`config.mk`:
```
export PLATFORM = sky130hd
export DESIGN_NAME = display_scan_ctrl
export DESIGN_NICKNAME = d
export VERILOG_FILES = /design/src/rtl/display_scan_ctrl_pkg.sv /design/src/rtl/display_scan_ctrl_timer.sv /design/src/rtl/display_scan_ctrl.sv
export SDC_FILE = /design/constraint.sdc
export NUM_CORES = 1
export LEC_CHECK = 0
export BUFFER_PORTS_ARGS = -buffer_cell sky130_fd_sc_hd__buf_4
export CAP_MARGIN = 20
export CORE_AREA = 2 2 99 101
export DETAILED_ROUTE_END_ITERATION = 6
export DIE_AREA = 0 0 101 103
export GPL_ROUTABILITY_DRIVEN = 0
export SYNTH_ARGS = -nofsm -noshare
export SYNTH_HDL_FRONTEND = slang
export SYNTH_SLANG_ARGS = --single-unit
```
`constraint.sdc`:
```
create_clock -name clk -period 2.43 [get_ports clk]
set_input_delay 0.3645 -clock clk [delete_from_list [all_inputs] [get_ports clk]]
set_output_delay 0.3645 -clock clk [all_outputs]
set_load 0.02 [all_outputs]
```
`src/rtl/display_scan_ctrl_pkg.sv`:
```
// Shared types, constants and helpers for the multiplexed seven-segment scanner.
package disp_pkg;

    // Scan sequencer states: dark and idle, inter-digit gap, digit lit.
    typedef enum logic [1:0] {
        IDLE  = 2'd0,
        BLANK = 2'd1,
        ON    = 2'd2
    } scan_state_t;

    // Decoder code that drives every segment off.
    localparam logic [3:0] BCD_OFF = 4'hF;

    // Widest digit bus the leading-zero helper handles.
    localparam int MAX_DIGITS = 16;

    // Bit i is set when digit i and every digit above it (up to num_digits-1) is zero.
    // Digit 0 is never flagged, so an all-zero value still shows a single "0".
    function automatic logic [MAX_DIGITS-1:0] lz_mask(
        input logic [4*MAX_DIGITS-1:0] shadow,
        input int                      num_digits
    );
        logic [MAX_DIGITS-1:0] mask;
        logic                  zeros_above;
        mask        = '0;
        zeros_above = 1'b1;
        for (int i = MAX_DIGITS - 1; i >= 0; i--) begin
            if (i < num_digits) begin
                zeros_above = zeros_above & (shadow[4*i +: 4] == 4'd0);
                if (i != 0) begin
                    mask[i] = zeros_above;
                end
            end
        end
        return mask;
    endfunction

endpackage

```
`src/rtl/display_scan_ctrl_timer.sv`:
```
// Loadable down-counter that times the BLANK and ON phases of the scanner.
// done is high while the count sits at zero, i.e. in the last cycle of a phase
// when the phase was loaded with (length - 1).
module scan_timer #(
    parameter int W = 16
) (
    input  logic         clk,
    input  logic         rst_n,
    input  logic         load,
    input  logic [W-1:0] period,
    output logic         done
);

    logic [W-1:0] count_q;
    logic [W-1:0] count_d;

    // Load has priority; otherwise count down and rest at zero.
    always_comb begin
        count_d = count_q;
        if (load) begin
            count_d = period;
        end else if (count_q != '0) begin
            count_d = count_q - W'(1);
        end
    end

    // Counter register.
    always_ff @(posedge clk or negedge rst_n) begin
        if (!rst_n) begin
            count_q <= '0;
        end else begin
            count_q <= count_d;
        end
    end

    assign done = (count_q == '0);

endmodule

```
`src/rtl/display_scan_ctrl.sv`:
```
// Time-multiplexed seven-segment scan controller: sequences digit anodes with a
// blanking gap between digits, shows a per-frame snapshot of the digit bus and
// optionally blanks leading zeros. All outputs are registered.
module display_scan_ctrl
    import disp_pkg::*;
#(
    parameter int NUM_DIGITS       = 4,
    parameter int CLK_DIV          = 50000,
    parameter int BLANK_CYCLES     = 500,
    parameter int ANODE_ACTIVE_LOW = 1
) (
    input  logic                          clk,
    input  logic                          rst_n,
    input  logic                          enable,
    input  logic                          lz_blank_en,
    input  logic [4*NUM_DIGITS-1:0]       digits_in,
    output logic [3:0]                    digit_bcd,
    output logic [NUM_DIGITS-1:0]         anode,
    output logic [$clog2(NUM_DIGITS)-1:0] cur_idx,
    output logic                          frame_tick
);

    localparam int IW   = $clog2(NUM_DIGITS);
    localparam int MAXP = (CLK_DIV > BLANK_CYCLES) ? CLK_DIV : BLANK_CYCLES;
    localparam int TW   = $clog2(MAXP + 1);

    localparam bit            HAS_BLANK  = (BLANK_CYCLES > 0);
    localparam logic [TW-1:0] ON_LOAD    = TW'(CLK_DIV - 1);
    localparam logic [TW-1:0] BLANK_LOAD = TW'((BLANK_CYCLES > 0) ? BLANK_CYCLES - 1 : 0);
    // Period loaded whenever a digit is about to start (gap first if there is one).
    localparam logic [TW-1:0] NEXT_LOAD  = HAS_BLANK ? BLANK_LOAD : ON_LOAD;

    localparam logic [NUM_DIGITS-1:0] ANODE_OFF = (ANODE_ACTIVE_LOW != 0) ? '1 : '0;
    localparam logic [IW-1:0]         LAST_IDX  = IW'(NUM_DIGITS - 1);

    scan_state_t             state_q;
    logic [4*NUM_DIGITS-1:0] shadow_q;
    logic [IW-1:0]           cur_idx_q;
    logic [NUM_DIGITS-1:0]   anode_q;
    logic [3:0]              bcd_q;
    logic                    tick_q;

    logic                    tmr_load;
    logic [TW-1:0]           tmr_period;
    logic                    tmr_done;

    logic                    at_wrap;
    logic [IW-1:0]           next_idx;
    logic [4*NUM_DIGITS-1:0] disp_shadow;
    logic [IW-1:0]           disp_idx;
    logic [4*MAX_DIGITS-1:0] shadow_pad;
    logic [MAX_DIGITS-1:0]   lz_bits;
    logic [3:0]              raw_digit;
    logic [3:0]              disp_code;
    logic [NUM_DIGITS-1:0]   disp_anode;

    scan_timer #(
        .W (TW)
    ) u_timer (
        .clk    (clk),
        .rst_n  (rst_n),
        .load   (tmr_load),
        .period (tmr_period),
        .done   (tmr_done)
    );

    // Pick which snapshot and index the registered outputs will show after this edge;
    // on a wrap or a start the fresh digits_in is used so the new frame shows at once.
    always_comb begin
        at_wrap     = (cur_idx_q == LAST_IDX);
        next_idx    = at_wrap ? '0 : cur_idx_q + IW'(1);
        disp_shadow = shadow_q;
        disp_idx    = cur_idx_q;
        if (state_q == IDLE) begin
            disp_shadow = digits_in;
            disp_idx    = '0;
        end else if (state_q == ON && tmr_done) begin
            disp_idx = next_idx;
            if (at_wrap) begin
                disp_shadow = digits_in;
            end
        end
    end

    // Shown code and anode pattern for the selected digit (out-of-range and leading zeros go dark).
    always_comb begin
        shadow_pad                   = '0;
        shadow_pad[4*NUM_DIGITS-1:0] = disp_shadow;
        lz_bits                      = lz_mask(shadow_pad, NUM_DIGITS);
        raw_digit                    = disp_shadow[4*disp_idx +: 4];
        if (raw_digit > 4'd9) begin
            disp_code = BCD_OFF;
        end else if (lz_blank_en && lz_bits[disp_idx]) begin
            disp_code = BCD_OFF;
        end else begin
            disp_code = raw_digit;
        end
        disp_anode = ANODE_OFF ^ (NUM_DIGITS'(1) << disp_idx);
    end

    // Timer reload on every phase entry; held cleared while disabled.
    always_comb begin
        tmr_load   = 1'b0;
        tmr_period = '0;
        if (!enable) begin
            tmr_load   = 1'b1;
            tmr_period = '0;
        end else begin
            case (state_q)
                IDLE: begin
                    tmr_load   = 1'b1;
                    tmr_period = NEXT_LOAD;
                end
                BLANK: begin
                    tmr_load   = tmr_done;
                    tmr_period = ON_LOAD;
                end
                ON: begin
                    tmr_load   = tmr_done;
                    tmr_period = NEXT_LOAD;
                end
                default: begin
                    tmr_load   = 1'b1;
                    tmr_period = '0;
                end
            endcase
        end
    end

    // Scan sequencer with registered anode, code, index and frame pulse.
    always_ff @(posedge clk or negedge rst_n) begin
        if (!rst_n) begin
            state_q   <= IDLE;
            shadow_q  <= {NUM_DIGITS{BCD_OFF}};
            cur_idx_q <= '0;
            anode_q   <= ANODE_OFF;
            bcd_q     <= BCD_OFF;
            tick_q    <= 1'b0;
        end else begin
            tick_q <= 1'b0;
            if (!enable) begin
                // Disable wins over everything, including a coincident wrap.
                state_q   <= IDLE;
                cur_idx_q <= '0;
                anode_q   <= ANODE_OFF;
                bcd_q     <= BCD_OFF;
            end else begin
                case (state_q)
                    IDLE: begin
                        shadow_q  <= digits_in;
                        cur_idx_q <= '0;
                        if (HAS_BLANK) begin
                            state_q <= BLANK;
                            anode_q <= ANODE_OFF;
                            bcd_q   <= BCD_OFF;
                        end else begin
                            state_q <= ON;
                            anode_q <= disp_anode;
                            bcd_q   <= disp_code;
                        end
                    end
                    BLANK: begin
                        if (tmr_done) begin
                            state_q <= ON;
                            anode_q <= disp_anode;
                            bcd_q   <= disp_code;
                        end else begin
                            anode_q <= ANODE_OFF;
                            bcd_q   <= BCD_OFF;
                        end
                    end
                    ON: begin
                        if (tmr_done) begin
                            cur_idx_q <= next_idx;
                            if (at_wrap) begin
                                tick_q   <= 1'b1;
                                shadow_q <= digits_in;
                            end
                            if (HAS_BLANK) begin
                                state_q <= BLANK;
                                anode_q <= ANODE_OFF;
                                bcd_q   <= BCD_OFF;
                            end else begin
                                anode_q <= disp_anode;
                                bcd_q   <= disp_code;
                            end
                        end else begin
                            // Refresh every ON cycle so lz_blank_en acts live.
                            anode_q <= disp_anode;
                            bcd_q   <= disp_code;
                        end
                    end
                    default: begin
                        state_q   <= IDLE;
                        cur_idx_q <= '0;
                        anode_q   <= ANODE_OFF;
                        bcd_q     <= BCD_OFF;
                    end
                endcase
            end
        end
    end

    assign digit_bcd  = bcd_q;
    assign anode      = anode_q;
    assign cur_idx    = cur_idx_q;
    assign frame_tick = tick_q;

endmodule
```
After elaboration in Yosys (flattened, before gate mapping)
Cells that the tools add are included.
{ "op_classes": {"addsub": 2, "n_lt_le_gt_ge": 2, "n_eq_ne": 7, "shift": 2, "mux": 37, "bitwise": 3, "reduce_logical": 15} }
{ "ops": {"columns": ["operator", "count"], "rows": [
  ["16-bit two-way mux", 7],
  ["16-bit case mux with 2 select lines", 2],
  ["4-bit two-way mux", 8],
  ["16-bit logical NOT", 1],
  ["2-bit two-way mux", 8],
  ["4-bit case mux with 2 select lines", 2],
  ["16-bit nonzero test", 1],
  ["16-bit by 5-bit indexed part select with 4-bit output", 1],
  ["16-bit by 1-bit subtractor with 16-bit output (second input constant)", 1],
  ["4-bit logical NOT", 3],
  ["1-bit two-way mux", 7],
  ["3-bit != test (second input constant)", 2],
  ["2-bit case mux with 3 select lines", 1],
  ["2-bit by 5-bit < comparator with 1-bit output (second input constant)", 1],
  ["2-bit == test (second input constant)", 2],
  ["4-bit greater-than comparator (second input constant)", 1],
  ["2-bit != test (second input constant)", 2],
  ["4-bit inverter", 1],
  ["2-bit case mux with 2 select lines", 1],
  ["2-bit AND reduction", 2],
  ["2-bit nonzero test", 2],
  ["2-bit OR reduction", 2],
  ["1-bit by 2-bit << shifter with 4-bit output (first input constant)", 1],
  ["3-bit AND reduction", 1],
  ["other kinds (6)", 8]
]} }
{ "word_totals": {"regBits": 45, "inputBits": 20, "output_inout_bits": 11} }

Longest topological paths before layout
Gate-level depths: netlist of run 1.
{ "logic_depth": {"depth_word": 15, "ltp_mapped": 11, "ltp_nobuf": 9} }

Cells and area by module
A second synthesis of run 1 with hierarchy kept.
{ "unflattened": {"cells_unflattened": 268, "area_unflattened_um2": 2733.9} }
{ "modules_own_cells": {"columns": ["mod", "instances", "cells_per_inst", "area_each_um2", "seq_area_each_um2"], "rows": [
  ["display_scan_ctrl", 1, 164, 1727.9, 755.7],
  ["scan_timer", 1, 104, 1006.0, 400.4]
]} }

Worst setup path after synthesis of run 1
OpenSTA, ideal clock, no wires.
{ "synth_timing": {"path_type": "flip-flop to flip-flop", "startpoint": "register cur_idx_q[0], in the netlist cur_idx[0]", "endpoint": "register bcd_q[1], in the netlist digit_bcd[1]", "setup_ns": 0.094, "arrival_time_ns": 2.321, "required_time_ns": 2.336, "setup_slack_ns": 0.015, "path_stages_with_launch": 9, "n_path_buf": 1, "path_cell_list": "dfrtp_1 -> ha_1 -> and2_1 -> clkbuf_1 -> a21oi_4 -> mux2_4 -> a2111o_1 -> a21oi_1 -> a21oi_1"} }
{ "synth_between": {"elab_chain_len": 15} }
{ "synth_lines": {"columns": ["element", "line", "text"], "rows": [
  ["from (decl)", "display_scan_ctrl.sv:38", "logic [IW-1:0] cur_idx_q;"],
  ["from (signal assigned)", "display_scan_ctrl.sv:174", "cur_idx_q <= next_idx;"],
  ["branches (longest 11 deep; another with 4-bit greater-than comparator)", null, null],
  ["4-bit two-way mux (*)", "display_scan_ctrl.sv:91", "if (raw_digit > 4'd9) begin"],
  ["4-bit two-way mux, on equally long branches", "display_scan_ctrl.sv:173, display_scan_ctrl.sv:163", null],
  ["4-bit case mux with 2 select lines (*)", "display_scan_ctrl.sv:148", "case (state_q)"],
  ["4-bit two-way mux (*)", "display_scan_ctrl.sv:141", "if (!enable) begin"],
  ["to (signal assigned)", "display_scan_ctrl.sv:159", "bcd_q <= disp_code;"],
  ["to (signal assigned)", "display_scan_ctrl.sv:185", "bcd_q <= disp_code;"],
  ["to (signal assigned)", "display_scan_ctrl.sv:190", "bcd_q <= disp_code;"],
  ["to (decl)", "display_scan_ctrl.sv:40", "logic [3:0] bcd_q;"]
]} }
Mark *: on every way between the ends. The select of a mux whose other input is x is not followed.
A chain may end at the register's enable or synchronous reset.

Worst setup path after layout of run 1
{ "layout_timing": {"startpoint": "register u_timer.count_q[1]", "endpoint": "register bcd_q[2], in the netlist digit_bcd[2]"} }
{ "layout_between": {"elab_chain_len": 15} }
{ "layout_lines": {"columns": ["element", "line", "text"], "rows": [
  ["from (decl)", "display_scan_ctrl_timer.sv:14", "logic [W-1:0] count_q;"],
  ["from (signal assigned)", "display_scan_ctrl_timer.sv:32", "count_q <= count_d;"],
  ["16-bit logical NOT (*)", "display_scan_ctrl_timer.sv:36", "assign done = (count_q == '0);"],
  ["branches (longest 12 deep; another with 4-bit greater-than comparator)", null, null],
  ["4-bit case mux with 2 select lines (*)", "display_scan_ctrl.sv:148", null],
  ["4-bit two-way mux (*)", "display_scan_ctrl.sv:141", null]
]} }
Marked as above.

==> impl_metrics.py, run 1 <==
metrics = {
    "pwr": {
        "ir_drop_mv": 0.200,
        "internal-power_w": 0.00141,
        "p_sw_share_pct": 31.6,
        "power_frac_seq_pct": 49.7,
        "p_switching_w": 0.000650,
        "total_power_w": 0.00206,
        "comb_power_share_pct": 28.4,
        "p_per_area_nw_per_um2": 613,
        "power_frac_clock_pct": 21.9,
        "p_leak_nw": 1.40,
    },
    "clock_network": {
        "worstSkewPairLatency_ns": 0.30,
        "cts_tree": "yes",
        "numCtsBuffers": 5,
        "hold_buffers": 0,
        "h-tree-depth": 2,
        "clockBufferDepth": 2,
        "cts_num_sinks": 45,
        "clk_pin_slew_ns": 0.08,
        "cts_root_buffer": "clkbuf_8",
    },
    "synth": {
        "async_reset_ff_share_pct": 100,
        "ys_seq_elements": 45,
        "netlist_area_sq_um": 2710,
        "synth-seq-area-share_pct": 42.7,
        "synth-warning-count": 0,
        "syn-instance-count": 281,
        "synth_fp_nets": 308,
        "synth_flop_cell": "dfstp_2",
        "synth_edf_count": 0,
        "synth.distinct_cells": 46,
        "syn_area_per_cell_sq_um": 9.64,
    },
    "worst_setup_path": {
        "timing.rr.start": "u_timer.count_q[1]$_DFFE_PN0P_",
        "critPathBufInv": 1,
        "timing.rr.end": "digit_bcd[2]$_DFF_PN1_",
        "ff2ff_path_depth": 9,
        "crit_path_start_kind": "register",
        "cp-end-kind": "register",
        "critPathTopFamily": "compound AO/OA/AOI/OAI gates",
        "crit_cells": 9,
        "crit_path_top_delay_cell": "a2111o_1",
        "setup.worst_path.class": "register to register",
        "r2r_slack_ns": -0.02,
        "cpPeakStageDelay_ns": 0.51,
        "cp.arrival_ns": 2.65,
        "cp_cell_sequence": "inv_2 > ha_4 > nor4b_4 > and4_4 > mux2_4 > and2_4 > a2111o_1 > a21oi_2 > a21oi_1",
        "cp_max_fo": 4,
        "required_ns": 2.64,
    },
    "global_route": {
        "track_usage_pct": 13.7,
        "grt_pass1_vias": 2302,
        "grt_pass1_wl_mm": 11.4,
        "grt_overflow_total": 0,
        "antenna_found_initial": 0,
        "grt_max_degree": 46,
    },
    "routing": {
        "routed_wl_mm": 6.59,
        "dr.pass1.iters": 4,
        "antenna_left": 0,
        "vias_per_cell": 5.05,
        "vias": 2230,
        "drt-initial-drc-count": 79,
        "wl_per_cell_microns": 14.9,
        "drc_errors": 0,
    },
    "floorplanning": {
        "core_sq_um": 9460,
        "die_area_sq_um": 10400,
        "io_pins": 31,
        "initial_core_util_pct": 28.7,
        "die_h_microns": 103,
        "row_count": 36,
        "die_w_microns": 101,
    },
    "run": {
        "maxCapViolCount": 0,
    },
    "timing": {
        "min_period_ns": 2.45,
        "max_freq_mhz": 409,
        "tightest_slew_ns": 0.551,
        "final_max_slew_viol_count": 0,
        "hold_viol": 0,
        "setup_ws_ns": -0.0159,
        "relSlewSlack_pct": 63.3,
        "rsz0062_at_grt": "yes",
        "skew_ns": 0.00679,
        "setup_viol": 2,
        "period_share_pct": 101,
    },
    "cells_and_area": {
        "drive_gt1_share_pct": 36.6,
        "layout_commonest_cell": "buf_4",
        "antennaDiodeCount": 0,
        "fin_util_pct": 35.5,
        "syn_to_final_growth_pct": 23.9,
        "stdcell_area_sq_um": 3360,
        "final_cell_mix": "53 x buf_4, 26 x nand2_1, 24 x o21ai_0, 24 x dfstp_2, 21 x dfrtp_1",
        "finalNetCount": 354,
    },
    "worst_hold_path": {
        "hp-class": "input pin to asynchronous set/reset pin",
    },
    "placed_design": {
        "numPortBuffers": 30,
        "dpl-instance-area_sq_um": 3190,
        "dp_hpwl_mm": 4.84,
    },
    "status": {
        "violations": "negative setup slack",
        "outcome": "complete, but fails checks",
    },
}
-- flip-flops by register name, summed over array words and instances, names as in the netlist --
register,count
shadow_q,16
state_q,2
cur_idx,2
digit_bcd,4
frame_tick,1
u_timer.count_q,16
anode,4
-- per-stage QoR --
step	setup WS, ns	hold slack (ns)	setup TNS [ns]	instances
finish	-0.0159	0.0513	-0.0241	442
detailed placement	-0.0237	0.401	-0.0259	431
global placement	0.0363	0.402	0	431
floorplan	0.0154	0.0689	0	281
CTS	0.00205	0.0746	0	440
global route	-0.103	0.0916	-0.287	442
-- power by group through the flow --
| stage | logic [W] | clock network (W) | registers [W] |
|---|---|---|---|
| floorplan | 0.000341 | 0 | 0.00103 |
| global placement | 0.000549 | 0 | 0.00102 |
| CTS | 0.000560 | 0.000468 | 0.00102 |
| detailed placement | 0.000551 | 0 | 0.00103 |
| global route | 0.000652 | 0.000507 | 0.00104 |
| finish | 0.000585 | 0.000450 | 0.00102 |
-- worst max path at each step --
stage                              startpoint                     end  slack (ns)
2_1_floorplan          cur_idx[0]$_DFFE_PN0P_  digit_bcd[1]$_DFF_PN1_        0.02
5_1_grt        u_timer.count_q[0]$_DFFE_PN0P_  digit_bcd[0]$_DFF_PN1_       -0.10
4_1_cts        u_timer.count_q[0]$_DFFE_PN0P_  digit_bcd[1]$_DFF_PN1_       0.002
6_report       u_timer.count_q[1]$_DFFE_PN0P_  digit_bcd[2]$_DFF_PN1_       -0.02
3_3_place_gp   u_timer.count_q[0]$_DFFE_PN0P_  digit_bcd[0]$_DFF_PN1_        0.04
3_5_place_dp   u_timer.count_q[0]$_DFFE_PN0P_  digit_bcd[1]$_DFF_PN1_       -0.02
-- worst reg2reg max path, delay by kind of cell, from the launching register on --
kind / cells / cell delay, ns
and+or+nand+nor: 3 / 0.67
muxes: 1 / 0.31
AOI/OAI and AO/OA: 3 / 0.77
adders and majority gates: 1 / 0.12
buffers and inverters: 1 / 0.09
DFF: 1 / 0.40
-- kinds of logic (layout without fill, tap and decap cells) --
family	count (synthesis)	after routing	share of synthesized area [%]
AO/OA/AOI/OAI	77	77	18.1
XOR/XNOR	11	11	3.55
adder cells (fa/ha/maj)	7	7	3.23
buffers and inverters	22	69	3.28
flip-flops	45	45	42.7
multiplexers	27	27	11.0
AND/OR/NAND/NOR	92	92	18.2
-- layer usage --
layer  global-route usage [%]  vias up  part of all wire, %
li1                         -     1110                    -
met3                     2.78        6                  4.7
met5                        0        -                    0
met1                     18.9     1069                   47
met4                     4.37        0                  1.2
met2                     21.8       45                   47
-- Yosys cell counts (2+ instances only) --
cell / count / share of area, %
nor4_1: 6 / 1.4
ha_1: 7 / 3.2
a21o_1: 2 / 0.55
nand3_1: 10 / 1.8
and3_1: 4 / 0.92
o21a_1: 2 / 0.55
and4_1: 2 / 0.65
mux2i_1: 7 / 2.6
dfrtp_1: 21 / 19
nor3b_1: 2 / 0.55
or3_1: 6 / 1.4
nand4_1: 3 / 0.69
o21ai_0: 25 / 4.6
clkbuf_1: 12 / 1.7
nand2_1: 26 / 3.6
buf_2: 2 / 0.37
o211ai_1: 3 / 0.83
nor2_1: 17 / 2.4
a31oi_1: 3 / 0.69
inv_1: 7 / 0.97
mux2_2: 19 / 7.9
xor2_1: 7 / 2.3
nor2b_1: 4 / 0.92
and2_1: 3 / 0.69
o211a_1: 7 / 2.6
nor3_1: 3 / 0.55
xnor2_1: 4 / 1.3
a22oi_1: 2 / 0.55
a21oi_1: 22 / 4.1
dfstp_2: 24 / 23
o31ai_1: 4 / 1.1
-- final cells by class --
class	count	area [sq um]
fill	972	6100
multi-input combinational	214	1530
sequential	45	1160
timing repair buffer	54	418
tap	114	143
clock buffer	8	80.1
inverter	7	26.3
-- repair_timing --
item / in CTS / in global routing
endpoints found under the hold margin: 0 / 0
pin swaps: 2 / 9
gates resized for setup: 1 / 17
endpoints found under the setup margin: 3 / 4
setup buffers: 1 / 2
Power figures use the tool's default switching activity.
==> run 2, diff against run 1 <==
--- a/config.mk
+++ b/config.mk
@@ -7,10 +7,11 @@
 export LEC_CHECK = 0
 export BUFFER_PORTS_ARGS = -buffer_cell sky130_fd_sc_hd__buf_4
 export CAP_MARGIN = 20
-export CORE_AREA = 2 2 99 101
+export CORE_AREA = 2 2 75 77
 export DETAILED_ROUTE_END_ITERATION = 6
-export DIE_AREA = 0 0 101 103
+export DIE_AREA = 0 0 77 79
 export GPL_ROUTABILITY_DRIVEN = 0
+export PLACE_DENSITY = 0.75
 export SYNTH_ARGS = -nofsm -noshare
 export SYNTH_HDL_FRONTEND = slang
 export SYNTH_SLANG_ARGS = --single-unit
==> run 2 against run 1 <==
Effect of this change:
- the flow now finishes without violations
- clock skew about the same
- clock-buffer cell count is 1 lower
- wire length is 4.1% lower
- critical path depth up 1
- largest cell class unchanged
==> impl_metrics.py, run 2 (synthesized netlist as in run 1, its figures left out) <==
metrics = {
    "status": {
        "outcome": "complete, no violations",
    },
    "placed_design": {
        "dp_hpwl_mm": 4.51,
        "dpl-instance-area_sq_um": 3110,
        "dp_slack_ns": -0.0175,
        "numPortBuffers": 30,
    },
    "floorplanning": {
        "die_w_microns": 77,
        "die_area_sq_um": 6080,
        "core_sq_um": 5340,
        "io_pins": 31,
        "die_h_microns": 79,
        "initial_core_util_pct": 50.8,
        "row_count": 27,
    },
    "clock_network": {
        "clk_pin_slew_ns": 0.08,
        "h-tree-depth": 2,
        "cts_root_buffer": "clkbuf_8",
        "numCtsBuffers": 5,
        "cts_tree": "yes",
        "hold_buffers": 0,
        "clockBufferDepth": 2,
        "worstSkewPairLatency_ns": 0.29,
        "cts_num_sinks": 45,
    },
    "routing": {
        "antenna_left": 0,
        "vias": 2319,
        "routed_wl_mm": 6.33,
        "vias_per_cell": 5.86,
        "dr.pass1.iters": 4,
        "wl_per_cell_microns": 16.0,
        "drt-initial-drc-count": 205,
        "drc_errors": 0,
    },
    "cells_and_area": {
        "stdcell_area_sq_um": 3280,
        "finalNetCount": 350,
        "fillers": 468,
        "syn_to_final_growth_pct": 21.1,
        "final_cell_mix": "49 x buf_4, 26 x nand2_1, 24 x o21ai_0, 24 x dfstp_2",
        "reg_top3": "shadow_q x16, u_timer.count_q x16",
        "layout_commonest_cell": "buf_4",
        "antennaDiodeCount": 0,
        "drive_gt1_share_pct": 35.5,
    },
    "timing": {
        "min_period_ns": 2.40,
        "max_freq_mhz": 417,
        "relSlewSlack_pct": 64.1,
        "final_max_slew_viol_count": 0,
        "setup_ws_ns": 0.0339,
        "setup_viol": 0,
        "hold_viol": 0,
        "timing.hold.ws_ns": 0.0560,
        "tightest_slew_ns": 0.538,
        "skew_ns": 0.00662,
        "period_share_pct": 98.6,
        "rsz0062_at_grt": "yes",
        "setup_tns_ns": 0,
    },
    "worst_setup_path": {
        "required_ns": 2.63,
        "cp-end-kind": "register",
        "cp_max_fo": 23,
        "timing.rr.start": "u_timer.count_q[1]$_DFFE_PN0P_",
        "setup.worst_path.class": "register to register",
        "cp.arrival_ns": 2.60,
        "crit_path_start_kind": "register",
        "crit_path_top_delay_cell": "dfrtp_1",
        "cp_cell_sequence": "inv_2 > ha_1 > nor4b_4 > nand4_1 > buf_12 > o211a_1 > o21a_1 > a2111o_1 > a21oi_1 > a21oi_1",
        "crit_top_cell": "a21oi_1",
        "ff2ff_path_depth": 10,
        "cpPeakStageDelay_ns": 0.40,
        "timing.rr.end": "digit_bcd[2]$_DFF_PN1_",
        "r2r_slack_ns": 0.03,
    },
    "worst_hold_path": {
        "hp-class": "input pin to asynchronous set/reset pin",
    },
    "global_route": {
        "grt_pass1_wl_mm": 10.6,
        "grt_overflow_total": 0,
        "antenna_found_initial": 0,
        "grt_pass1_vias": 2264,
        "track_usage_pct": 21.6,
        "grt_max_degree": 46,
    },
    "pwr": {
        "p_leak_nw": 1.38,
        "ir_drop_mv": 0.338,
        "p_per_area_nw_per_um2": 639,
    },
    "run": {
        "maxCapViolCount": 0,
    },
}
run 2: cell types whose count changed in the layout (fill, tap and decap cells not counted), sizes merged:
| cell | before | now |
|---|---|---|
| clkinv | 0 | 1 |
| clkbuf | 8 | 7 |
| buf | 54 | 50 |
run 2: area by class of cell:
class / count / area (sq um) / area share [%]
clock buffers: 7 / 96.3 / 2.94
repair buffers: 50 / 388 / 11.8
flip-flops and latches: 45 / 1160 / 35.2
well taps: 72 / 90.1 / 2.74
clock inverters: 1 / 5.00 / 0.152
multi-input cells: 214 / 1520 / 46.3
inverters: 7 / 26.3 / 0.801
run 2: metal layers:
layer  GRT usage, %  share of wire (%)  routed length [microns]
met5              0                  0                        0
met4           5.36               0.60                       38
met3           4.43                4.7                      295
met2           33.9                 47                     2980
met1           30.7                 48                     3020
run 2: what timing repair did:
action,4_1_cts,5_1_grt
setup endpoints to repair,4,4
gates cloned,0,0
pin swaps,4,2
resized for setup,5,8
setup buffers,2,0
run 2: critical path, delay by kind of cell, from the launching register on:
kind,cells,cell delay (ns)
flip-flops,1,0.40
AO/OA/AOI/OAI,5,1.02
adder cells (fa/ha/maj),1,0.14
AND/OR/NAND/NOR,2,0.44
buffers and inverters,2,0.28
run 2: stage by stage:
| stage | total power, W | std cells | util [%] |
|---|---|---|---|
| floorplan | 0.00137 | 281 | - |
| global placement | 0.00156 | 386 | 58.3 |
| detailed placement | 0.00157 | 386 | 58.3 |
| global route | 0.00221 | 396 | 61.5 |
| CTS | 0.00209 | 396 | 61.0 |
| finish | 0.00210 | 396 | 61.5 |
run 2: worst max-delay path by stage:
stage	start	endpoint	slack, ns	depth (start not counted)
final	u_timer.count_q[1]$_DFFE_PN0P_	digit_bcd[2]$_DFF_PN1_	0.03	10
after global routing	u_timer.count_q[1]$_DFFE_PN0P_	digit_bcd[2]$_DFF_PN1_	-0.08	10
after CTS	u_timer.count_q[0]$_DFFE_PN0P_	digit_bcd[2]$_DFF_PN1_	0.01	9
after detailed placement	u_timer.count_q[0]$_DFFE_PN0P_	digit_bcd[1]$_DFF_PN1_	-0.02	9
after global placement	u_timer.count_q[0]$_DFFE_PN0P_	digit_bcd[1]$_DFF_PN1_	0.06	9
after floorplan	cur_idx[0]$_DFFE_PN0P_	digit_bcd[1]$_DFF_PN1_	0.02	8
run 2: report_power, final:
group	switching (W)	total, W	internal, W
Combinational	0.000295	0.000570	0.000275
Clock	0.000247	0.000504	0.000257
Sequential	0.000102	0.00102	0.000920
Total	0.000643	0.00210	0.00145
